===== config.mk =====
export PLATFORM = sky130hd
export DESIGN_NAME = dec_2
export DESIGN_NICKNAME = d
export VERILOG_FILES = /design/src/rtl/dec_2_pkg.sv /design/src/rtl/fixed_point_add.sv /design/src/rtl/fixed_point_multiply.sv /design/src/rtl/fixed_point_relu.sv /design/src/rtl/dec_2.sv
export SDC_FILE = /design/constraint.sdc
export NUM_CORES = 1
export LEC_CHECK = 0
export ABC_AREA = 0
export BUFFER_PORTS_ARGS = -buffer_cell sky130_fd_sc_hd__buf_2
export CAP_MARGIN = 30
export CORE_AREA = 2 2 196 198
export DETAILED_ROUTE_END_ITERATION = 10
export DIE_AREA = 0 0 198 200
export PLACE_DENSITY_LB_ADDON = 0.05
export REMOVE_ABC_BUFFERS = 1
export SYNTH_ARGS = -nofsm -noshare
export SYNTH_HDL_FRONTEND = slang
export SYNTH_SLANG_ARGS = --single-unit

===== constraint.sdc =====
create_clock -name clk -period 9.88 [get_ports clk]
set_input_delay 0 -clock clk [delete_from_list [all_inputs] [get_ports clk]]
set_output_delay 0 -clock clk [all_outputs]
set_load 0.005 [all_outputs]

===== src/rtl/dec_2_pkg.sv =====
// dec_2_pkg: shared definitions for the dec_2 decoder dense layer.
//   BITSIZE_DEFAULT : default width of one signed Q8.8 fixed-point element
//   FRAC_BITS       : number of fractional bits in the fixed-point format
//   state_t         : controller state encoding (IDLE, RUN, DRAIN)
package dec_2_pkg;

  localparam int BITSIZE_DEFAULT = 16;
  localparam int FRAC_BITS       = 8;

  typedef enum logic [1:0] {
    IDLE  = 2'd0,
    RUN   = 2'd1,
    DRAIN = 2'd2
  } state_t;

endpackage : dec_2_pkg


===== src/rtl/fixed_point_add.sv =====
// fixed_point_add: two's-complement fixed-point sum, combinational.
//   a, b : operands, BITSIZE wide (same Q format)
//   s    : a + b, wrapping on overflow
module fixed_point_add #(
  parameter int BITSIZE = 16
) (
  input  logic [BITSIZE-1:0] a,
  input  logic [BITSIZE-1:0] b,
  output logic [BITSIZE-1:0] s
);

  assign s = a + b;

endmodule : fixed_point_add


===== src/rtl/fixed_point_multiply.sv =====
// fixed_point_multiply: signed fixed-point product, combinational.
//   a, b : signed operands, BITSIZE wide, FRAC_BITS fractional bits
//   p    : product realigned to the operand format and truncated to BITSIZE
//          (low fractional bits dropped, high integer bits wrap)
module fixed_point_multiply #(
  parameter int BITSIZE   = 16,
  parameter int FRAC_BITS = 8
) (
  input  logic [BITSIZE-1:0] a,
  input  logic [BITSIZE-1:0] b,
  output logic [BITSIZE-1:0] p
);

  logic signed [2*BITSIZE-1:0] full;
  logic signed [2*BITSIZE-1:0] aligned;

  assign full    = (2*BITSIZE)'(signed'(a)) * (2*BITSIZE)'(signed'(b));
  assign aligned = full >>> FRAC_BITS;
  assign p       = BITSIZE'(aligned);

endmodule : fixed_point_multiply


===== src/rtl/fixed_point_relu.sv =====
// fixed_point_relu: rectifier on a signed fixed-point value, combinational.
//   a : signed input, BITSIZE wide
//   y : a when a >= 0, zero when a is negative (MSB set)
module fixed_point_relu #(
  parameter int BITSIZE = 16
) (
  input  logic [BITSIZE-1:0] a,
  output logic [BITSIZE-1:0] y
);

  assign y = a[BITSIZE-1] ? '0 : a;

endmodule : fixed_point_relu


===== src/rtl/dec_2.sv =====
// dec_2: decoder-side dense layer, expands one latent element x into N_OUT
// outputs y[i] = x*w[i] + b[i] using one shared multiplier and one shared
// adder in a two-stage pipeline.
//
// Ports:
//   clk       : rising-edge clock
//   reset     : asynchronous, active-low reset
//   start     : request a computation (only looked at in IDLE)
//   x         : latent input element, BITSIZE wide
//   w, b      : weight column / bias vector, element i at [BITSIZE*i +: BITSIZE]
//   busy      : high while a computation is in flight
//   done      : one-cycle pulse when the last output has been written
//   valid     : high while y holds a complete, current result
//   y         : output vector, same packing as w
//   dbg_state : current controller state
//
// Build option: define DEC_2_RELU_EN to pass every result through a ReLU
// before it is written; timing is the same either way.
//
// Handshake: start is a request sampled only while the controller is IDLE
// (starts seen while busy are dropped, there is no ready/ack back). The
// operands are captured on the accepting edge, so x/w/b may change after it.
// Completion is signalled by a single-cycle done pulse, together with busy
// falling and valid rising; valid then stays high until the next accepted
// start or a reset.
module dec_2
  import dec_2_pkg::*;
#(
  parameter int BITSIZE = BITSIZE_DEFAULT,
  parameter int N_OUT   = 6
) (
  input  logic                     clk,
  input  logic                     reset,
  input  logic                     start,
  input  logic [BITSIZE-1:0]       x,
  input  logic [BITSIZE*N_OUT-1:0] w,
  input  logic [BITSIZE*N_OUT-1:0] b,
  output logic                     busy,
  output logic                     done,
  output logic                     valid,
  output logic [BITSIZE*N_OUT-1:0] y,
  output state_t                   dbg_state
);

  localparam int            IW     = $clog2(N_OUT);
  localparam int            KW     = IW + 1;
  localparam logic [KW-1:0] K_LAST = KW'(N_OUT - 1);

  state_t             state;
  logic [KW-1:0]      k;
  logic [BITSIZE-1:0] x_cap;
  logic [BITSIZE-1:0] w_cap [N_OUT];
  logic [BITSIZE-1:0] b_cap [N_OUT];
  logic [BITSIZE-1:0] y_arr [N_OUT];

  // Stage-2 pipeline registers: product, its element index and a flag.
  logic [BITSIZE-1:0] prod_reg;
  logic [IW-1:0]      idx_reg;
  logic               s2_valid;

  logic [BITSIZE-1:0] mul_p;
  logic [BITSIZE-1:0] add_s;
  logic [BITSIZE-1:0] stage2_res;

  fixed_point_multiply #(
    .BITSIZE  (BITSIZE),
    .FRAC_BITS(FRAC_BITS)
  ) u_mul (
    .a(x_cap),
    .b(w_cap[IW'(k)]),
    .p(mul_p)
  );

  fixed_point_add #(
    .BITSIZE(BITSIZE)
  ) u_add (
    .a(prod_reg),
    .b(b_cap[idx_reg]),
    .s(add_s)
  );

`ifdef DEC_2_RELU_EN
  fixed_point_relu #(
    .BITSIZE(BITSIZE)
  ) u_relu (
    .a(add_s),
    .y(stage2_res)
  );
`else
  assign stage2_res = add_s;
`endif

  always_ff @(posedge clk or negedge reset) begin
    if (!reset) begin
      state    <= IDLE;
      k        <= '0;
      x_cap    <= '0;
      prod_reg <= '0;
      idx_reg  <= '0;
      s2_valid <= 1'b0;
      busy     <= 1'b0;
      done     <= 1'b0;
      valid    <= 1'b0;
      for (int i = 0; i < N_OUT; i++) begin
        w_cap[i] <= '0;
        b_cap[i] <= '0;
        y_arr[i] <= '0;
      end
    end else begin
      done     <= 1'b0;
      s2_valid <= 1'b0;

      // Stage 2 retires independently of the controller state.
      if (s2_valid) begin
        y_arr[idx_reg] <= stage2_res;
      end

      case (state)
        IDLE: begin
          if (start) begin
            x_cap <= x;
            for (int i = 0; i < N_OUT; i++) begin
              w_cap[i] <= w[BITSIZE*i +: BITSIZE];
              b_cap[i] <= b[BITSIZE*i +: BITSIZE];
            end
            k     <= '0;
            valid <= 1'b0;
            busy  <= 1'b1;
            state <= RUN;
          end
        end

        RUN: begin
          prod_reg <= mul_p;
          idx_reg  <= IW'(k);
          s2_valid <= 1'b1;
          // k parks on the last index so it never leaves the array range.
          if (k == K_LAST) begin
            state <= DRAIN;
          end else begin
            k <= k + 1'b1;
          end
        end

        DRAIN: begin
          // The last product retires on this edge through the stage-2 write.
          busy  <= 1'b0;
          done  <= 1'b1;
          valid <= 1'b1;
          state <= IDLE;
        end

        default: begin
          state <= IDLE;
        end
      endcase
    end
  end

  for (genvar gi = 0; gi < N_OUT; gi++) begin : g_y
    assign y[BITSIZE*gi +: BITSIZE] = y_arr[gi];
  end

  assign dbg_state = state;

endmodule : dec_2


* After elaboration in Yosys (flattened, before gate mapping)
Index checks and enable logic that the tools add are counted.
** Cells by class
- Add/subtract/negate cells :: 2
- $mul :: 1
- Div/mod/pow operators :: 0
- $lt $le $gt $ge :: 3
- Equal/unequal tests :: 6
- Shifts and indexed selects :: 0
- Mux-type cells :: 21
- Bitwise operators :: 2
- Reductions and logical operators :: 8
** Operators by type and width (number)
- 16-bit binary-select mux with 3-bit select :: 2
- 96-bit bitwise mux :: 1
- 16-bit 2-to-1 mux :: 5
- 16-bit demux with 3-bit select :: 1
- 16-bit by 16-bit multiplier with 24-bit output :: 1
- 16-bit adder :: 1
- 4-bit greater-or-equal comparator, second input constant :: 2
- 4-bit 2-to-1 mux :: 2
- 3-bit inverter with 4-bit output :: 2
- 4-bit case mux with 2 select lines :: 1
- 2-bit != test, second input constant :: 3
- 2-bit AND reduction :: 3
- 4-bit by 1-bit adder with 4-bit output, second input constant :: 1
- 4-bit by 3-bit == test with 1-bit output, second input constant :: 1
- 4-bit by 1-bit < comparator with 1-bit output, second input constant :: 1
- 1-bit 2-to-1 mux :: 4
- 2-bit 2-to-1 mux :: 2
- 1-bit case mux with 2 select lines :: 2
- 2-bit case mux with 2 select lines :: 1
- 2-bit nonzero test :: 2
- 3-bit AND reduction :: 1
- 2-bit by 1-bit == test with 1-bit output, second input constant :: 1
- 2-bit == test, second input constant :: 1
- 2-bit zero test :: 1
- 1-bit logical AND :: 1
** Word-level totals
- Register bits after elaboration :: 333
- Latch bits :: 0
- Memory bits (writable) :: 0
- Memory bits (read-only) :: 0
- Input port bits :: 211
- Output and inout port bits :: 101
- Logic and storage cells :: 70
- Memories :: 0

* Longest topological paths before layout
- Depth after elaboration :: 6
- Depth in mapped cells :: 31
- Gate-level depth less buffers :: 26

* Cells and area by module
Synthesis repeated with hierarchy kept, for this count alone.
** Unflattened totals
- Cell total of the unflattened synthesis :: 2371
- Area, all modules :: 22422.8 µm²
** Modules (own cells, without submodules)
- dec_2 :: times used 1, cells each 1432, area an instance 14335.0 µm², seq. area each 8333.0 µm²
- fixed_point_multiply :: times used 1, cells each 838, area an instance 7342.0 µm², seq. area each 0.0 µm²
- fixed_point_add :: times used 1, cells each 101, area an instance 745.7 µm², seq. area each 0.0 µm²

* Worst setup path after synthesis
No wires, ideal clock.
- Kind :: register to register
- Start point :: reg k[0]
- End point :: reg prod_reg[10]
- Setup time :: 92 ps
- Arrival :: 6948 ps
- Data required time :: 9788 ps
- Slack :: 2840 ps
- Cell stages (with the launch flop) :: 28
- Path buffers :: 4
- Period minus slack after synthesis :: 7040 ps
- Path through :: dfrtp_1 buf_6 buf_8 buf_8 mux4_2 a21oi_1 clkbuf_1 nor2b_1 fa_1 inv_1 fa_1 inv_1 fa_1 fa_1 fa_1 inv_1 fa_1 inv_1 ha_1 a21oi_1 o21ai_0 o21ai_0 nand2b_1 o21a_1 o21a_1 o21a_1 o21a_1 o31ai_2
** Between the ends
- Word-level cells in the longest chain between the ends :: 5
** RTL lines
- from (decl) :: line dec_2.sv:50 : logic [KW-1:0] k;
- from (signal assigned) :: line dec_2.sv:141 : k <= k + 1'b1;
- 3-bit inverter with 4-bit output (not written as such) :: line dec_2.sv:70 : .b(w_cap[IW'(k)]),
- 16-bit binary-select mux with 3-bit select :: line dec_2.sv:70
- 16-bit 2-to-1 mux (not written as such) (2 in a row) :: line dec_2.sv:70
- 16-bit by 16-bit multiplier with 24-bit output :: line fixed_point_multiply.sv:17 : assign full = (2*BITSIZE)'(signed'(a)) * (2*BITSIZE)'(signed'(b));
- to (signal assigned) :: line dec_2.sv:134 : prod_reg <= mul_p;
- to (decl) :: line dec_2.sv:57 : logic [BITSIZE-1:0] prod_reg;
Every way passes these cells. The select of a mux whose other input is x is not followed.
A chain may end at the register's enable or synchronous reset.

* Worst setup path after layout
- Start point :: reg k[0]
- End point :: reg prod_reg[14]
The elaborated chain is that of the path after synthesis.

==> impl_results.md <==
- Status: completed
- DRT antenna net count: 0
- FFs w/ async S/R, synth: 100%
- Syn avg cell area: 11.1 um^2
- Met1 Routed Length: roughly 23 mm
- Die Y: approximately 200 um
- Vias in the first global route: 17.2k
- Max layer used: met4
- Reg2Reg Launch Point: k[0]
- Routability cong.: between 0.8 and 0.9
- Placed inst area: 23,900 um^2
- Hold slack: between 0.09 and 0.1 ns
- Max-slew violations: 0
- DRC viols: 0
- Layout cells sized above 1: 25.7%
- CP Data Arrival Time: ~8 ns
- Routed WL: 54.8 mm
- Initial core utilization: 58.4%
- Layout Skew: between 0.015 and 0.02 ns
- Number of top-level pins: 312
- Unrepaired setup endpoints after global routing: no
- Adder-cell share of the synthesized area: around 22%
- Area growth from synthesis to layout: 24.6%
- Vias: between 15k and 20k
- Initial antenna violation count: 1
- Die area: between 30,000 and 40,000 um^2
- Max Fclk: roughly 130 MHz
- CP endpoint kind: register
- Routed len/inst: about 18 um
- Main combinational cell family by area after synthesis: adder cells
- Measured slew at the worst slew-check pin: around 1 ns
- Clock slew at the register clock pins of the worst setup and hold paths: 0.06 ns
- CP Launch Type: register
- Post-synth EDFFs: 0
- Max Cap Violations: 0
- DR vias/cell: between 5 and 6
- Most frequent cells in the layout: 331 x dfrtp_1, 310 x buf_2, 255 x inv_1, 243 x nand2_1, 215 x mux2_2
- Sequential fraction of the synthesis area: around two fifths
- Max-slew headroom: 33.3%
- Clk_lat worst skew: approximately 0.56 ns
- Clock sinks: about 330
- Final worst path period need: ~7.5 ns
- Post-synthesis mux area share: ~16%
- Req. time, crit path: a little over 10 ns
- Buf+Inv Stages, Crit Path: 5
- Simple-gate share of the synthesized area: 9.45%
- Port Buffer Count: slightly above 300
- CTS tree: done
- DRT Pass-1 Iters: 5
- Post-Synthesis Cells: just under 2k
- Core area: between 30,000 and 40,000 um^2
- Setup violators final: 0
- Setup crit start: k[0]
- Final HPWL DP: around 38 mm
- CP max FO: 30
- Critical path type: reg -> reg
- Final hold violations: 0
- Post-synthesis compound-gate area fraction: slightly above 6%
- Ys Warns: 0
- Worst path top cell family by delay: adder cells
- Die Width: 198 um
- GR Util All Layers: ~29%
- Root Buffer: clkbuf_16
- Post_cts resized: 0
- Largest net degree at the start of global routing: 163
- First-pass GRT wire length: 89.2 mm
- CTS Buffer Depth: 3
- Seq cells post-synth: 333
- Num CTS Buffers: 37
- Commonest non-fill, non-tap cell in the layout: dfrtp_1
- H-tree lvl count: 2
- Final #Nets: between 2k and 3k
- Count of cell types in the netlist: 63
- Path type of the worst min-delay path: in -> async
- Post-Synth XOR/XNOR Area: ~1.9%
- DR iter-0 viols: around 700
- Slowest cell delay on critical path: a little under 0.6 ns
- Met3 wire length: approximately 3.5 mm
- Rows: between 70 and 80
- DR WL met2: around 27 mm
- Design Area, Final: 27,200 um^2
- Mapped Area: approximately 22,000 um^2
- Post-synth top flop: dfrtp_1
- Remaining Overflow, GRT: 0
- Slowest cell on the critical path: mux4_2
- CP most frequent cell: fa_1
- Crit share post-route: around 76%
-- what timing repair did --
item,4_1_cts,5_1_grt
hold buffers,210,0
endpoints found under the hold margin,322,0
setup buffers,0,0
-- stage by stage --
stage / worst slack [ns] / std cells / TNS (ns) / util, %
after floorplan: -0.559 / 1873 / -116.20 / -
after global placement: 2.50 / 2721 / 0 / 63.8
after detailed placement: 2.37 / 2721 / 0 / 63.8
after CTS: 2.32 / 2996 / 0 / 72.8
after global routing: 1.87 / 2998 / 0 / 72.8
final: 2.37 / 2998 / 0 / 72.8
-- final cells by class --
cell class | count | area [um^2]
inverter | 257 | 965
fill | 2647 | 10200
multi-input combinational | 1283 | 12200
antenna | 1 | 2.50
clock buffer | 55 | 1090
timing repair buffer | 548 | 3900
sequential | 333 | 8340
clock inverter | 10 | 134
tap | 511 | 639
-- path summary, 6_finish.rpt --
path / to / cells after the start / slack, ns
min in group clk: b_cap[76] / 3 / 0.20
max: prod_reg[14] / 25 / 2.37
max in group asynchronous: y[91] / 3 / 8.34
min reg2reg: y[73] / 2 / 0.47
min: b_cap[83] / 2 / 0.1
max reg2reg: prod_reg[14] / 25 / 2.37
-- cell usage after synthesis, types with 5 or more instances --
master      n  share of area, %
a21o_1      6              0.21
a21oi_1    25              0.57
a221oi_1   14              0.56
and2_1     51               1.5
and3_1      5              0.14
buf_1       5             0.086
clkbuf_1   84               1.4
dfrtp_1   333                38
fa_1      187                17
ha_1       87               5.0
inv_1     255               4.4
mux2_2    215                11
mux2i_1    69               3.2
mux4_2     12               1.2
nand2_1   243               4.2
nand2b_1   16              0.46
nand3_1     9              0.21
nor2_1     28              0.48
nor2b_1    57               1.6
nor3_1     10              0.23
o21a_1     22              0.76
o21ai_0   122               2.8
o21ai_1     6              0.14
o31ai_1     6              0.21
xnor2_1    26               1.0
xor2_1     16              0.64
-- cell families (layout without fill, tap and decap cells) --
family | after synthesis | count (layout)
other cells | 0 | 1
mux | 300 | 300
buf+inv | 354 | 870
fa+ha+maj | 274 | 274
simple gates | 440 | 440
xor+xnor | 44 | 44
flops | 333 | 333
compound gates | 225 | 225
-- layer usage --
layer | track usage, % | vias up
met3 | 4.75 | 131
met1 | 37.6 | 7963
met2 | 49.7 | 547
met5 | 0 | -
li1 | - | 7411
met4 | 10.1 | 0
Power is left out: the tool's default activity adds up to more than one toggle a clock period on the data nets, which glitch-free logic cannot reach.
